## src/rtl/midi_tx_queue.sv

```systemverilog
// MIDI OUT transmitter. A message FIFO feeds a 31250-baud UART serialiser; bit timing is counted on clk.
// Optional feature macro: MIDI_TX_RUNNING_STATUS_EN (running-status compression of repeated channel status).
module midi_tx_queue #(
  parameter int CLKS_PER_BIT = 3200,
  parameter int DEPTH        = 4
) (
  input  logic                   clk,
  input  logic                   rst,
  input  logic                   cmd_valid,
  output logic                   cmd_ready,
  input  logic [7:0]             cmd_status,
  input  logic [7:0]             cmd_data1,
  input  logic [7:0]             cmd_data2,
  input  logic [1:0]             cmd_len,
  output logic                   midi_tx,
  output logic                   busy,
  output logic [$clog2(DEPTH):0] fifo_count,
  output logic [1:0]             dbg_state
);
  localparam int PW = $clog2(DEPTH);
  localparam int CW = (CLKS_PER_BIT > 1) ? $clog2(CLKS_PER_BIT) : 1;

  typedef enum logic [1:0] {IDLE, START, DATA, STOP} state_t;

  // Entry layout: {status[25:18], data1[17:10], data2[9:2], len[1:0]}
  logic [25:0]   mem_q [DEPTH];
  logic [PW-1:0] wr_ptr_q, rd_ptr_q;
  logic [PW:0]   count_q, count_d;

  state_t        state_q;
  logic [CW-1:0] cyc_q;
  logic [2:0]    bit_q;
  logic [7:0]    shift_q;
  logic [15:0]   rem_q;
  logic [1:0]    rem_cnt_q;
  logic          tx_q;
`ifdef MIDI_TX_RUNNING_STATUS_EN
  logic [7:0]    last_status_q;
`endif

  logic        push, pop, bit_end;
  logic [25:0] head;
  logic [7:0]  ld_first;
  logic [15:0] ld_rem;
  logic [1:0]  ld_cnt;
  logic        ld_none;

  // Handshake: a message transfers on a rising clk edge where cmd_valid && cmd_ready.
  // cmd_ready depends only on the registered count, so a pop in the same cycle never frees room for a push.
  assign cmd_ready  = (count_q != (PW+1)'(DEPTH));
  assign push       = cmd_valid && cmd_ready && (cmd_len != 2'd0);
  assign bit_end    = (cyc_q == CW'(CLKS_PER_BIT - 1));
  assign pop        = (count_q != '0) &&
                      ((state_q == IDLE) || (state_q == STOP && bit_end && rem_cnt_q == 2'd0));
  assign head       = mem_q[rd_ptr_q];
  assign midi_tx    = tx_q;
  assign busy       = (state_q != IDLE) || (count_q != '0);
  assign fifo_count = count_q;
  assign dbg_state  = state_q;

  always_comb begin
    count_d = count_q;
    if (push && !pop)      count_d = count_q + 1'b1;
    else if (!push && pop) count_d = count_q - 1'b1;
  end

  // Byte list of the message at the FIFO head: first byte plus up to two remaining bytes.
  always_comb begin
    ld_first = head[25:18];
    ld_rem   = {head[9:2], head[17:10]};
    ld_cnt   = head[1:0] - 2'd1;
    ld_none  = 1'b0;
`ifdef MIDI_TX_RUNNING_STATUS_EN
    if (head[25:18] >= 8'h80 && head[25:18] <= 8'hEF && head[25:18] == last_status_q) begin
      ld_first = head[17:10];
      ld_rem   = {8'h00, head[9:2]};
      ld_cnt   = head[1:0] - 2'd2;
      ld_none  = (head[1:0] == 2'd1);
    end
`endif
  end

  always_ff @(posedge clk) begin
    if (push) mem_q[wr_ptr_q] <= {cmd_status, cmd_data1, cmd_data2, cmd_len};
  end

  always_ff @(posedge clk or negedge rst) begin
    if (!rst) begin
      wr_ptr_q <= '0;
      rd_ptr_q <= '0;
      count_q  <= '0;
    end else begin
      if (push) wr_ptr_q <= wr_ptr_q + 1'b1;
      if (pop)  rd_ptr_q <= rd_ptr_q + 1'b1;
      count_q <= count_d;
    end
  end

  always_ff @(posedge clk or negedge rst) begin
    if (!rst) begin
      state_q   <= IDLE;
      cyc_q     <= '0;
      bit_q     <= '0;
      shift_q   <= '0;
      rem_q     <= '0;
      rem_cnt_q <= '0;
      tx_q      <= 1'b1;
`ifdef MIDI_TX_RUNNING_STATUS_EN
      last_status_q <= '0;
`endif
    end else begin
      case (state_q)
        IDLE: ;
        START: begin
          if (bit_end) begin
            cyc_q   <= '0;
            state_q <= DATA;
            tx_q    <= shift_q[0];
          end else begin
            cyc_q <= cyc_q + 1'b1;
          end
        end
        DATA: begin
          if (bit_end) begin
            cyc_q <= '0;
            if (bit_q == 3'd7) begin
              bit_q   <= '0;
              state_q <= STOP;
              tx_q    <= 1'b1;
            end else begin
              bit_q   <= bit_q + 1'b1;
              shift_q <= {1'b0, shift_q[7:1]};
              tx_q    <= shift_q[1];
            end
          end else begin
            cyc_q <= cyc_q + 1'b1;
          end
        end
        STOP: begin
          if (bit_end) begin
            cyc_q <= '0;
            if (rem_cnt_q != 2'd0) begin
              shift_q   <= rem_q[7:0];
              rem_q     <= {8'h00, rem_q[15:8]};
              rem_cnt_q <= rem_cnt_q - 1'b1;
              tx_q      <= 1'b0;
              state_q   <= START;
            end else begin
              state_q <= IDLE;
            end
          end else begin
            cyc_q <= cyc_q + 1'b1;
          end
        end
        default: state_q <= IDLE;
      endcase

      // A pop overrides the IDLE/STOP decision above and starts the next message immediately.
      if (pop) begin
        if (ld_none) begin
          state_q <= IDLE;
          tx_q    <= 1'b1;
        end else begin
          state_q   <= START;
          tx_q      <= 1'b0;
          shift_q   <= ld_first;
          rem_q     <= ld_rem;
          rem_cnt_q <= ld_cnt;
        end
`ifdef MIDI_TX_RUNNING_STATUS_EN
        if (head[25:18] >= 8'h80 && head[25:18] <= 8'hEF) last_status_q <= head[25:18];
        else if (head[25:18] >= 8'hF0 && head[25:18] <= 8'hF7) last_status_q <= 8'h00;
`endif
      end
    end
  end
endmodule

```

## config.mk

```make
export PLATFORM = sky130hd
export DESIGN_NAME = midi_tx_queue
export DESIGN_NICKNAME = d
export VERILOG_FILES = /design/src/rtl/midi_tx_queue.sv
export SDC_FILE = /design/constraint.sdc
export NUM_CORES = 1
export LEC_CHECK = 0
export BUFFER_PORTS_ARGS = -buffer_cell sky130_fd_sc_hd__buf_2
export CORE_UTILIZATION = 45
export DETAILED_ROUTE_END_ITERATION = 8
export SETUP_SLACK_MARGIN = 0.5
export SYNTH_ARGS = -nofsm -noshare
export SYNTH_HDL_FRONTEND = slang
export SYNTH_SLANG_ARGS = --single-unit
```

## constraint.sdc

```tcl
create_clock -name clk -period 3.7 [get_ports clk]
set_clock_uncertainty 0.15 [all_clocks]
set_input_delay 0.185 -clock clk [delete_from_list [all_inputs] [get_ports clk]]
set_output_delay 0.185 -clock clk [all_outputs]
set_load 0.02 [all_outputs]
```

==> flow_summary.ini, run 1 <==
[power]
leakage_nw = 3.04
switching_power_mw = 1.85
p_comb_frac = 0.309
clkPwrFrac = 0.281
p_total_mw = 6.21
p_sw_frac = 0.298
pwr_density_cell_nw_per_um2 = 787
peakVddDrop_mv = 0.392
intPower_mw = 4.36
power_frac_seq = 0.409

[route]
vias = 3429
wire_per_inst_microns = 17.7
viasPerCell = 5.21
drtPass1Iterations = 4
drcViolationCount = 0
drt_wl_total_microns = 11600
drtAntennaViolNets = 0
drt-initial-drc-count = 152

[setup_path]
required_ps = 3850
critPathMaxFanout = 16
startpoint_type = flop
cp.arrival_ps = 2980
path_class = flop to flop
cp-end-kind = flop

[grt]
grt_max_degree = 52
grt_util_met2 = 0.283
grt_pass1_wl_microns = 19100
use_met1 = 0.217
grt_antenna_before_repair = 0
grt-ovfl-total = 0
grtUsageMet3 = 0.0420
grt.busiest_layer = met2
grt_usage = 0.174
grt_pass1_vias = 3662

[placement]
gp_congestion = 0.732
placed_area_sq_um = 7030
place.port_buffers = 36
place_hpwl_microns = 7090
pre_cts_ws_ps = 859

[synth]
synth-adder-area-share = 0.0256
avgSynthCellArea_sq_um = 17.3
ys_types = 48
synthCells = 385
synth_xor_area_frac = 0.0209
yosys.area.top_type = edfxtp_1
yosys_most_used_dff = edfxtp_1
synth_top_family_by_area = multiplexers
synthesis.area_sq_um = 6640
synthMuxAreaShare = 0.174
yosysSeqAreaShare = 0.663
synth_top_cell_area_share = 0.470
synth_compound_area_frac = 0.0311
yosys-top-cells-count = 104 x edfxtp_1, 50 x dfrtp_1, 26 x mux4_2
synth-edff-count = 104
ys_ff_latch = 155
async_reset_ff_frac = 0.329
ys_warn_count = 0
synthTopCellsByArea = edfxtp_1 47%, dfrtp_1 19%, mux4_2 8.8%
yosys.area_share.simple = 0.0622
syn_nets = 427
yosysMostFrequentCell = edfxtp_1

[clock_tree]
clock_latency_ps = 420
cts_tree = yes
root_buffer = clkbuf_16
clk_pin_slew_ps = 60
cts_buffer_depth = 2
clock_sinks = 155
cts_buffers = 17
ctsHtreeMaxLevel = 4

[die]
core_sq_um = 14500
rows = 44
die_h_microns = 123
die_area_sq_um = 15200
fp.dieW_microns = 123
num_io_pins = 37
initial_core_util = 0.459

[timing]
min_period_over_period = 0.764
min_period_ps = 2830
finalHoldViolations = 0
fmax_ghz = 0.354
setup_viol = 0
holdWs_ps = 126
max_slew_margin = 0.557
finalSetupTns_ps = 0
fin_ws_ps = 873
worst_pin_slew_ps = 664
rsz0062_at_grt = false
drv_slew = 0

[worst_hold_path]
hp-class = primary input to flop

[run_status]
status = finished, final reports clean

[final_layout]
syn_to_final_growth_pct = 18.8
drive_gt1_frac = 0.321
nets = 504
diodes = 0
final_area_sq_um = 7890

[job]
maxCapViolations = 0
==> power by group through the flow <==
| stage | Sequential (mW) | Clock, mW | Combinational, mW |
|---|---|---|---|
| floorplan | 2.52 | 0 | 1.51 |
| global placement | 2.57 | 0 | 1.92 |
| detailed placement | 2.58 | 0 | 1.93 |
| CTS | 2.55 | 1.79 | 1.96 |
| global route | 2.59 | 1.86 | 2.12 |
| finish | 2.54 | 1.75 | 1.92 |
==> kinds of logic (layout without fill, tap and decap cells) <==
family                     Yosys count  after routing
DFF                                155            155
adders and majority gates           13             13
and+or+nand+nor                     70             70
buffers and inverters               28            117
muxes                               70             70
xor gates and xnor gates            15             15
AOI/OAI and AO/OA                   34             34
==> layer usage <==
metal	wire length, microns	part of all wire	up-vias
met4	356	0.031	0
met1	5250	0.45	1730
met5	0	0	-
met3	361	0.031	24
li1	-	-	1617
met2	5650	0.49	58
==> path summary, 6_finish.rpt <==
check,startpoint,cells after the start,slack [ps],endpoint
max,dbg_state[1],10,870,fifo_count[1]
min in group asynchronous,rst,3,260,wr_ptr_q[1]
max in group asynchronous,rst,3,2670,rd_ptr_q[0]
min,cmd_valid,4,130,wr_ptr_q[0]
max reg2reg,dbg_state[1],10,870,fifo_count[1]
min reg2reg,cyc_q[6],1,320,cyc_q[6]
==> area by class of cell <==
class	count	area (sq um)
Tap cell	184	230
Fill cell	1155	6590
Sequential cell	155	4400
Timing Repair Buffer	74	533
Inverter	12	45.0
Clock inverter	12	163
Multi-Input combinational cell	202	2090
Clock buffer	19	433
==> worst max-delay path, stage by stage (launching register included) <==
cell     delay, ps
dfrtp_1        420
ha_1           180
buf_4          220
nor3b_1        390
a21oi_2        220
nor2_4         160
inv_2           50
ha_1           190
inv_1           70
fa_1           400
mux2_2         260
==> state kept, by name (all words and copies together) (netlist names) <==
name	count
bit_q	3
cyc_q	12
dbg_state	2
fifo_count	3
mem_q	104
midi_tx	1
rd_ptr_q	2
rem_cnt_q	2
rem_q	16
shift_q	8
wr_ptr_q	2
==> repair_timing <==
action	in CTS	in global routing
hold buffers	27	0
endpoints found under the hold margin	154	0
gates resized for setup	0	0
buffers inserted	0	0
==> cells in the final DEF, fill, tap and decap left out, drive strengths merged, types with 10 or more instances in the layout <==
cell type    synthesis  layout
clkbuf               6      19
dfrtp               50      50
mux2                33      33
ha                  12      12
xnor2               10      10
inv                 12      17
dlygate4sd3          0      27
mux4                26      26
nand2               15      15
edfxtp             104     104
mux2i               11      11
buf                 10      47
a21oi               12      12
o21ai               10      10
nor3                12      12
==> per-stage QoR <==
stage,util,instances
floorplan,-,385
CTS,0.545,658
detailed placement,0.485,600
global placement,0.485,600
finish,0.545,658
global route,0.545,658
(Power assumes the default switching activity.)
==> run 2: changes to the inputs <==
==> constraint.sdc (replaced) <==
create_clock -name clk -period 2.7 [get_ports clk]
set_clock_uncertainty 0.15 [all_clocks]
set_input_delay 0.135 -clock clk [delete_from_list [all_inputs] [get_ports clk]]
set_output_delay 0.135 -clock clk [all_outputs]
set_load 0.02 [all_outputs]
==> flow_summary.ini, run 2 (synthesis results as in run 1) <==
[setup_path]
cp_top_family = simple AND/OR/NAND/NOR gates
reg2reg_slack_ps = 130
path_class = flop to flop
cp-end-kind = flop
startpoint = cyc_q[7]
critPathMaxFanout = 2
required_ps = 2850
slowest_delay_ps = 560
cp_slowest_cell = or4b_4
r2r-start = cyc_q[7]
cp.arrival_ps = 2720
crit_chain = or4b_4 > nor4_4 > a21oi_4 > nor2_4 > inv_2 > ha_4 > inv_2 > fa_2 > mux2_2
cp_common_cell = inv_2
startpoint_type = flop
critical_path_buf_inv_count = 2

[placement]
gp_congestion = 0.777
placed_area_sq_um = 7120
place.port_buffers = 36
placed_cells = 606
place_hpwl_microns = 7400

[clock_tree]
clock_sinks = 155
cts_buffer_depth = 2
clk_pin_slew_ps = 60
clock_latency_ps = 420
ctsHtreeMaxLevel = 4
cts_buffers = 17
root_buffer = clkbuf_16
cts_tree = yes

[grt]
grt_max_degree = 29
grt_antenna_before_repair = 0
grt_pass1_vias = 3670
grt_pass1_wl_microns = 19100
grt_usage = 0.175
grt-ovfl-total = 0

[route]
drt_wl_total_microns = 12100
drcViolationCount = 0
wire_per_inst_microns = 17.8
viasPerCell = 5.17
vias = 3510
drtPass1Iterations = 4
drt-initial-drc-count = 196
drtAntennaViolNets = 0

[final_layout]
largest_reg_flops = 104
drive_gt1_frac = 0.406
layout_common_cells = 104 x edfxtp_1, 47 x dfrtp_1, 36 x buf_2
final_area_sq_um = 8220
reg_top3 = mem_q (104), rem_q (16), cyc_q (12)
top_register = mem_q
nets = 524
diodes = 0
fin_cells = 679
final_core_util = 0.568
final_common_cell = edfxtp_1
syn_to_final_growth_pct = 23.8

[worst_hold_path]
hp-class = primary input to asynchronous set/reset pin

[die]
rows = 44
initial_core_util = 0.459
die_area_sq_um = 15200
fp.dieW_microns = 123
num_io_pins = 37
core_sq_um = 14500
die_h_microns = 123

[timing]
rsz0062_at_grt = true
drv_slew = 0
fmax_ghz = 0.388
max_slew_margin = 0.533
min_period_ps = 2570
min_period_over_period = 0.953
finalHoldViolations = 0
setup_viol = 0
holdWs_ps = 35.8
worst_pin_slew_ps = 694

[job]
maxCapViolations = 0

[power]
p_comb_frac = 0.342
power_frac_seq = 0.410
peakVddDrop_mv = 0.559
pwr_density_cell_nw_per_um2 = 1040
clkPwrFrac = 0.247
switching_power_mw = 2.66
leakage_nw = 3.20
intPower_mw = 5.89
p_sw_frac = 0.311

[run_status]
status = finished, final reports clean
-- run 2: cell types whose count changed in the layout (fill, tap and decap cells not counted), sizes merged --
cell and delta:
buf +20, clkinv +5, bufinv -3, inv -2, clkinvlp +1
-- run 2: metrics by stage --
step | setup slack (ps) | power [mW] | setup TNS [ps]
finish | 126 | 8.55 | 0
global route | 44.8 | 9.01 | 0
CTS | 123 | 8.50 | 0
detailed placement | 79.9 | 6.28 | 0
global placement | 134 | 6.19 | 0
floorplan | -222 | 5.58 | -303
-- run 2: timing repair --
action                     in CTS  in global routing
gates cloned                    1                  0
setup endpoints to repair      30                 38
setup buffers                   8                  5
pin swaps                       9                  8
hold endpoints to repair      154                  0
hold buffers                   27                  0
gates resized for setup        19                 32
-- run 2: power by group through the flow --
| stage | registers, mW | logic [mW] | clock network, mW |
|---|---|---|---|
| after floorplan | 3.45 | 2.13 | 0 |
| after global placement | 3.53 | 2.67 | 0 |
| after detailed placement | 3.55 | 2.74 | 0 |
| after CTS | 3.51 | 2.84 | 2.15 |
| after global routing | 3.57 | 3.19 | 2.25 |
| final | 3.51 | 2.93 | 2.11 |
-- run 2: worst reg2reg max path, cell delays in order (launching register included) --
cell and delay (ps):
dfrtp_1 380, or4b_4 560, nor4_4 230, a21oi_4 110
nor2_4 110, inv_2 60, ha_4 150, inv_2 50
fa_2 410, mux2_2 260
-- run 2: layout make-up --
class / instances / area, sq um
inverter: 12 / 45.0
multi-input combinational: 202 / 2250
clock inverter: 13 / 95.1
tap: 184 / 230
timing repair buffer: 94 / 769
clock buffer: 19 / 433
fill: 1145 / 6260
sequential: 155 / 4400
-- run 2: per-layer routing --
| layer | wire length, microns | vias to the layer above | global-route usage |
|---|---|---|---|
| met1 | 5400 | 1797 | 0.216 |
| met3 | 309 | 6 | 0.0503 |
| li1 | - | 1663 | - |
| met2 | 6290 | 44 | 0.299 |
| met5 | 0 | - | 0 |
| met4 | 108 | 0 | 0.0512 |
-- run 2: path summary, 6_finish.rpt --
check / to / depth (start not counted)
hold / removal: fifo_count[0] / 2
setup reg to reg: fifo_count[1] / 9
max in group asynchronous: rd_ptr_q[0] / 3
min in group clk: wr_ptr_q[0] / 5
hold reg to reg: cyc_q[6] / 1
setup / recovery: fifo_count[1] / 9
